==> src/rtl/icache_fill_unit.sv <==
// icache_fill_unit: direct-mapped read-only instruction cache with a multi-word block fill FSM
module icache_fill_unit #(
  parameter int SETS      = 16,
  parameter int BLK_WORDS = 2
) (
  input  logic        CLK,
  input  logic        RST,
  input  logic        imemREN,
  input  logic [31:0] imemaddr,
  input  logic        flush,
  output logic        ihit,
  output logic [31:0] imemload,
  output logic        iREN,
  output logic [31:0] iaddr,
  input  logic        iwait,
  input  logic [31:0] iload
);
  localparam int OB = $clog2(BLK_WORDS);
  localparam int IB = $clog2(SETS);
  localparam int CW = (OB > 0) ? OB : 1;
  localparam int TB = 30 - OB - IB;
  typedef enum logic {IDLE, FILL} state_t;
  state_t          r_state;
  logic [CW-1:0]   r_cnt;
  logic [31:0]     r_base;
  logic [31:0]     r_iaddr;
  logic            r_iren;
  logic [SETS-1:0] r_valid;
  logic [TB-1:0]   r_tag  [SETS];
  logic [31:0]     r_data [SETS][BLK_WORDS];
  logic [IB-1:0]   w_idx;
  logic [TB-1:0]   w_tag;
  logic [CW-1:0]   w_off;
  logic [IB-1:0]   w_fidx;
  logic [TB-1:0]   w_ftag;
  logic [31:0]     w_blk;
  logic            w_last;
  logic            w_hit;
  logic            w_unused;
  always_comb begin
    w_idx    = imemaddr[2+OB +: IB];
    w_tag    = imemaddr[31 -: TB];
    w_off    = CW'(imemaddr[31:2] & 30'(BLK_WORDS - 1));
    w_fidx   = r_base[2+OB +: IB];
    w_ftag   = r_base[31 -: TB];
    w_blk    = {imemaddr[31:2+OB], {(2+OB){1'b0}}};
    w_last   = r_cnt == CW'(BLK_WORDS - 1);
    w_hit    = imemREN && r_state == IDLE && !flush && r_valid[w_idx] && r_tag[w_idx] == w_tag;
    w_unused = &{1'b0, imemaddr[1:0]};
    ihit     = w_hit;
    imemload = w_hit ? r_data[w_idx][w_off] : '0;
    iREN     = r_iren;
    iaddr    = r_iaddr;
  end
  // flush outranks a completing last word so an aborted frame never becomes valid
  always_ff @(posedge CLK) begin
    if (RST) begin
      r_state <= IDLE;
      r_cnt   <= '0;
      r_valid <= '0;
      r_iren  <= 1'b0;
      r_iaddr <= '0;
      r_base  <= '0;
    end else if (flush) begin
      r_valid <= '0;
      r_state <= IDLE;
      r_cnt   <= '0;
      r_iren  <= 1'b0;
      r_iaddr <= '0;
    end else if (r_state == IDLE) begin
      if (imemREN && !w_hit) begin
        r_state <= FILL;
        r_base  <= w_blk;
        r_cnt   <= '0;
        r_iren  <= 1'b1;
        r_iaddr <= w_blk;
      end
    end else if (!iwait) begin
      if (w_last) begin
        r_valid[w_fidx] <= 1'b1;
        r_tag[w_fidx]   <= w_ftag;
        r_state         <= IDLE;
        r_cnt           <= '0;
        r_iren          <= 1'b0;
        r_iaddr         <= '0;
      end else begin
        r_cnt   <= r_cnt + 1'b1;
        r_iaddr <= r_base + ((32'(r_cnt) + 32'd1) << 2);
      end
    end
  end
  always_ff @(posedge CLK)
    if (!RST && r_state == FILL && !iwait) r_data[w_fidx][r_cnt] <= iload;
endmodule

==> config.mk <==
export PLATFORM = sky130hd
export DESIGN_NAME = icache_fill_unit
export DESIGN_NICKNAME = d
export VERILOG_FILES = /design/src/rtl/icache_fill_unit.sv
export SDC_FILE = /design/constraint.sdc
export NUM_CORES = 1
export LEC_CHECK = 0
export ABC_CLOCK_PERIOD_IN_PS = 5300
export CAP_MARGIN = 30
export CORE_ASPECT_RATIO = 1.4
export CORE_MARGIN = 2
export CORE_UTILIZATION = 35
export DETAILED_ROUTE_END_ITERATION = 6
export HOLD_SLACK_MARGIN = 0.03
export PLACE_DENSITY_LB_ADDON = 0.25
export REMOVE_ABC_BUFFERS = 1
export SYNTH_ARGS = -nofsm -noshare
export SYNTH_HDL_FRONTEND = slang
export SYNTH_SLANG_ARGS = --single-unit
==> constraint.sdc <==
create_clock -name CLK -period 5.3 [get_ports CLK]
set_clock_uncertainty 0.2 [all_clocks]
set_input_delay 1.06 -clock CLK [delete_from_list [all_inputs] [get_ports CLK]]
set_output_delay 1.06 -clock CLK [all_outputs]
set_load 0.02 [all_outputs]
## Word level (Yosys, flattened, before mapping)

Memory sizes are Yosys's and may differ from the RTL's.
Cells that the tools add are included.

- Register bits: 80
- Memory bits (writable): 1424
- Input port bits: 69
- Output and inout bits: 66
- Logic and storage cells: 79
- Memories kept: 2

Memories:

| name | depth | bits a word | read ports | clocked after Yosys merged registers in | wr ports | RTL line | RTL |
|---|---|---|---|---|---|---|---|
| r_data | 16 | 64 | 1 | 0 | 1 | 30 | `logic [31:0] r_data [SETS][BLK_WORDS];` |
| r_tag | 16 | 25 | 1 | 0 | 1 | 29 | `logic [TB-1:0] r_tag [SETS];` |

- $add $sub $neg: 3
- Magnitude comparators: 6
- Equality and inequality tests: 3
- Muxes and demuxes: 34
- Bitwise gates (word level): 6
- Reduce and logical (&&, ||, !) cells: 19

Operators by type and width:

| cell | count |
|---|---|
| 32-bit two-way mux | 9 |
| 64-bit two-way mux | 1 |
| 32-bit by 4-bit adder with 32-bit output | 1 |
| 32-bit demux with 1-bit select | 1 |
| 25-bit equality test | 1 |
| 1-bit two-way mux | 21 |
| 16-bit OR | 1 |
| 4-bit by 5-bit < comparator with 1-bit output (second input constant) | 2 |
| 1-bit logical AND | 9 |
| 3-bit AND reduction | 3 |
| 1-bit binary-select mux with 4-bit select | 1 |
| 1-bit demux with 4-bit select | 1 |
| 2-bit >= comparator (second input constant) | 2 |
| 4-bit by 1-bit >= comparator with 1-bit output (second input constant) | 1 |
| 1-bit logical NOT | 4 |
| 1-bit NOT with 2-bit output | 2 |
| 1-bit NOT | 3 |
| 1-bit by 1-bit adder with 2-bit output (second input constant) | 1 |
| 2-bit by 1-bit < comparator with 1-bit output (second input constant) | 1 |
| 2-bit by 1-bit != test with 1-bit output (second input constant) | 1 |
| 2-bit != test (second input constant) | 1 |
| 2-bit AND reduction | 1 |
| 2-bit nonzero test | 1 |
| 2-bit OR reduction | 1 |
| 1-bit adder (second input constant) | 1 |

## Logic depth before layout (Yosys ltp)

- Depth in word-level cells: 9
- Mapped depth: 15
- Mapped depth without buffers: 10

## Least setup slack after synthesis

No wires, ideal clock.

- Path kind: input-to-output
- Start: in imemaddr[5]
- End: out imemload[10]
- Arrival time: 4.252 ns
- Required time: 4.040 ns
- Slack: -0.212 ns
- Cell stages on the path: 11
- Path buffers: 4
- Cell sequence: buf_2 > clkbuf_1 > mux4_2 > mux4_2 > xnor2_1 > nand4_1 > or4b_1 > or4_1 > buf_2 > buf_6 > a21oi_2

- Word-level cells in the longest chain between the ends: 5
- Elaborated cells on any way between the ends: 11
- Those cells by class: 1 x eq/ne; 6 x mux; 2 x reduce/logical; 2 x memory

Ends and longest elaborated chain:

| element | RTL line | RTL |
|---|---|---|
| start: declaration | 9 | `input logic [31:0] imemaddr,` |
| parallel branches: the longest is 4 deep, another holds memory 16 x 25 bit | -- |  |
| 32-bit two-way mux (*) | 51 | `imemload = w_hit ? r_data[w_idx][w_off] : '0;` |
| end: declaration | 12 | `output logic [31:0] imemload,` |

Every way passes the cells marked *. The select of a mux whose other input is x is not followed.

## Worst setup path after layout

- Start: in imemaddr[3]
- End: out imemload[27]

Same word-level chain as after synthesis.

==> run summary <==
Synthesis produced 2,729 cells. The worst setup path is captured at a primary output. Across the VDD grid, the largest voltage drop is 0.292 mV.

The mean number of vias per cell is 5.34, and the post-synthesis instance area is 58,800 um2. In the layout the commonest cells are 1,424 x sky130_fd_sc_hd__edfxtp_1, 420 x sky130_fd_sc_hd__mux4_2, 218 x sky130_fd_sc_hd__buf_4, 156 x sky130_fd_sc_hd__clkbuf_16, 123 x sky130_fd_sc_hd__nand2_1. The routed layout has 29,400 vias. The H-tree generated during clock tree synthesis spans 4 levels. The run gives 30,700 as the via count of the first global-routing pass. Leaving out fill and tap cells, the most frequent cell in the layout is sky130_fd_sc_hd__edfxtp_1. In this run the critical register-to-register path is captured at r_tag[10][7]$_DFFE_PP_. The clock transition at the registers of the reported paths is 0.06 ns. The tools report the critical path data arrival time as 4.63 ns. Pin placement for this block handled 135 I/O pins. The tools report the post-layout instance count excluding filler cells as 5,501. The startpoint of the lowest-slack register-to-register path was r_state$_SDFF_PP0_. TritonCTS built the clock tree. The overall power after layout was 24.7 mW; the average wire per standard cell was 28.7 um. The tools report the part of the power in the clock network as 41.7%.

In this run switching power makes up 21.3% of total power. The post-synthesis area per instance works out to 21.5 um2. The synthesized flop and latch total is 1,501, and the floorplan row count is 178.

The transition time at the pin with the least slew margin was 1.06 ns. The logs give 170 MHz for the fmax and 75.4% for the portion of the post-synthesis area used by sequential elements. Before antenna repair, the detailed router went through 5 iterations. The fraction of final layout cells sized beyond drive strength 1 is 32.6%, and the number of hold violations in the final report is 0. Total detailed-routing wirelength: 158,000 um. The tightest min-delay check is of the reg2reg type. The tools report the number of antenna violations at the first check in global routing as 5. The wire length of the first global-routing pass was 223,000 um. The cell depth of the worst min-delay path works out to 1.

The startpoint of the lowest-slack hold path was r_valid[6]$_SDFFE_PP0P_. The smallest clock period supported by the final layout is computed as 5.89 ns. The die span in x is 350 um. The run gives 171,000 um2 as the die area. For flop-to-flop paths, the worst setup slack is 1.22 ns. Of all nets on the critical path, the largest fanout is 6.

The number of placed instances, taps included was 5,198. The number of pins with negative max-slew slack in the final report was 0. Residual DRC count: 0. The logs give 59 for the number of distinct library cells after synthesis and 64,800 um2 for the post-detailed-placement cell area. The worst pin sits at a relative slew slack of 29.1%. After synthesis, the cell types taking the most area are sky130_fd_sc_hd__edfxtp_1 73%, sky130_fd_sc_hd__mux4_2 16%, sky130_fd_sc_hd__dfxtp_1 2.6%.

The total global routing track utilization is 18.3%, and the violation count after the first detailed-route iteration is 3,291. Summed over all nets, the switching power comes to 5.26 mW. Clock latency on the worst-skew pair, taken at its later pin, is 0.78 ns. The number of port buffers is 130, and the leakage dissipation is 22.1 nW. Across the run, the number of max-cap violations was 0. The floorplan step set the die height to 489 um.

STA classifies the critical path startpoint as an input pin. The number of hold buffers added after CTS was 0. The tree is rooted in a sky130_fd_sc_hd__clkbuf_16. Per report_power, the combinational group accounts for 5.3% of the total. The wire-length estimate of the detail-placed layout is 92,000 um.

Destination of the worst hold path: r_valid[6]$_SDFFE_PP0P_. For the initial core utilization, the log shows 35.1%. The top cell type by total area after synthesis is sky130_fd_sc_hd__edfxtp_1.

No sink is reached through more buffers than the 3 on the longest clock path. The number of synthesized flops with an enable pin came out at 1,424. The checks that failed: negative setup slack. The run gives 33 as the total of endpoints with negative setup slack in the final report. The critical path in this run is classified as in2out. Counting flops with an async set or reset pin after synthesis yields a share of 0%. The logs give -0.591 ns for the minimum setup slack in the final design and 3,203 for the number of nets in the layout. The required time at the endpoint of the critical path is 4.04 ns. The flow ran to the end, but the final reports show violations.

Of the total power, registers draw 53.0%. Setup total negative slack on the finished layout was measured at -17.06 ns. For this run, the leading register cell type out of synthesis is sky130_fd_sc_hd__edfxtp_1. After routing the design area is 70,600 um2. Entering global routing, the biggest net connects 95 pins.

The synthesis-to-finish area growth came out at 20.1%. Final clock period utilization by the worst path: 111%. For the standard cell core area, the log shows 167,000 um2.

For the final weighted congestion of routability-driven global placement, the log shows 0.819. The number of clock sinks seen by CTS is 1,501. Summed over all layers, the global routing overflow is 0.

The worst-case hold slack was 0.255 ns. The number of clock buffers added by TritonCTS is 145. The top-area cell type share of the netlist area was 72.7%; the utilization after layout was 42.1%. Dividing total power by cell area gives a power density of 349 nW/um2. The depth of the worst register-to-register path is 8.

The detail route stage leaves a number of antenna-violating nets equal to 0. Setup repair after global routing could not meet its margin everywhere. 0 antenna diodes ended up in the layout. The tools report the synthesis warning total as 0. The tools report the worst setup path startpoint as imemaddr[3]. The internal portion of the total power is 19.4 mW. OpenSTA, run right after detailed placement, puts the worst setup slack at -1.09 ns.
-- cell usage after synthesis (5+ instances only) --
| cell type | n |
|---|---|
| sky130_fd_sc_hd__a21o_1 | 17 |
| sky130_fd_sc_hd__a21oi_1 | 10 |
| sky130_fd_sc_hd__a21oi_2 | 29 |
| sky130_fd_sc_hd__a221oi_1 | 6 |
| sky130_fd_sc_hd__and2_1 | 6 |
| sky130_fd_sc_hd__buf_1 | 18 |
| sky130_fd_sc_hd__buf_2 | 45 |
| sky130_fd_sc_hd__buf_4 | 8 |
| sky130_fd_sc_hd__buf_6 | 9 |
| sky130_fd_sc_hd__clkbuf_1 | 74 |
| sky130_fd_sc_hd__dfxtp_1 | 77 |
| sky130_fd_sc_hd__edfxtp_1 | 1424 |
| sky130_fd_sc_hd__inv_1 | 25 |
| sky130_fd_sc_hd__mux2_2 | 5 |
| sky130_fd_sc_hd__mux2i_1 | 109 |
| sky130_fd_sc_hd__mux4_2 | 420 |
| sky130_fd_sc_hd__nand2_1 | 123 |
| sky130_fd_sc_hd__nand2b_1 | 66 |
| sky130_fd_sc_hd__nand3_1 | 10 |
| sky130_fd_sc_hd__nand4_1 | 10 |
| sky130_fd_sc_hd__nor2_1 | 60 |
| sky130_fd_sc_hd__nor2b_1 | 5 |
| sky130_fd_sc_hd__nor3_1 | 11 |
| sky130_fd_sc_hd__nor4_1 | 5 |
| sky130_fd_sc_hd__o211ai_1 | 22 |
| sky130_fd_sc_hd__o21ai_0 | 22 |
| sky130_fd_sc_hd__o22ai_1 | 6 |
| sky130_fd_sc_hd__o2bb2ai_1 | 9 |
| sky130_fd_sc_hd__or2_2 | 7 |
| sky130_fd_sc_hd__xnor2_1 | 36 |
| sky130_fd_sc_hd__xor2_1 | 11 |
-- final cells by class --
cell class	instances	area (um2)
sequential	1501	44300
inverter	27	103
clock buffer	183	3890
multi-input combinational	1048	14400
clock inverter	82	822
timing repair buffer	410	4300
fill	14600	96900
tap	2250	2820
-- kinds of logic (layout without fill, tap and decap cells) --
group,Yosys count,count (layout),synth area share [%]
muxes,534,534,18.0
AOI/OAI and AO/OA,149,149,1.88
and+or+nand+nor,315,315,2.56
other,1,2,0.00638
xor gates and xnor gates,47,47,0.700
buffers and inverters,181,702,1.42
DFF,1501,1501,75.4
adders and majority gates,1,1,0.0213
-- how the worst max path moves through the flow --
stage                   end  slack, ns
5_1_grt        imemload[31]      -0.65
3_5_place_dp   imemload[10]      -1.09
4_1_cts        imemload[31]      -0.70
3_3_place_gp   imemload[10]      -1.07
2_1_floorplan   imemload[0]      -0.47
6_report       imemload[27]      -0.59
-- sequential cells by signal, summed over array words and instances, names as in the netlist --
signal   cells
iaddr       30
r_data    1024
r_state      1
iREN         1
r_tag      400
r_base      29
r_valid     16
-- worst max-delay path, cell delays in order --
cell                        delay [ns]
sky130_fd_sc_hd__buf_16           0.15
sky130_fd_sc_hd__buf_12           0.14
sky130_fd_sc_hd__mux4_2           0.50
sky130_fd_sc_hd__mux4_2           0.54
sky130_fd_sc_hd__xnor2_2          0.17
sky130_fd_sc_hd__buf_4            0.15
sky130_fd_sc_hd__nand4_1          0.12
sky130_fd_sc_hd__or4b_4           0.52
sky130_fd_sc_hd__or4_4            0.47
sky130_fd_sc_hd__buf_16           0.18
sky130_fd_sc_hd__buf_12           0.15
sky130_fd_sc_hd__clkbuf_16        0.17
sky130_fd_sc_hd__a21oi_4          0.12
sky130_fd_sc_hd__buf_6            0.13
-- routing by layer --
metal / vias to the layer above / GRT usage, % / part of all wire (%)
li1: 12100 / - / -
met1: 16000 / 23.9 / 41
met2: 997 / 31.1 / 50
met3: 261 / 2.77 / 5.2
met4: 8 / 6.47 / 3.4
met5: - / 0 / 0.033
-- power by group through the flow --
stage	Clock [mW]	Sequential (mW)	Combinational [mW]
after floorplan	0	13.3	0.545
after global placement	0	13.3	1.25
after detailed placement	0	13.3	1.26
after CTS	10.5	13.1	1.28
after global routing	10.9	13.1	1.41
final	10.3	13.1	1.32
-- what timing repair did --
item / CTS / global route
pin swaps: 2 / 4
buffers inserted: 9 / 12
gates resized for setup: 132 / 48
setup endpoints to repair: 33 / 33
cloned: 2 / 3
No activity file was read; power rests on OpenSTA's default activity.
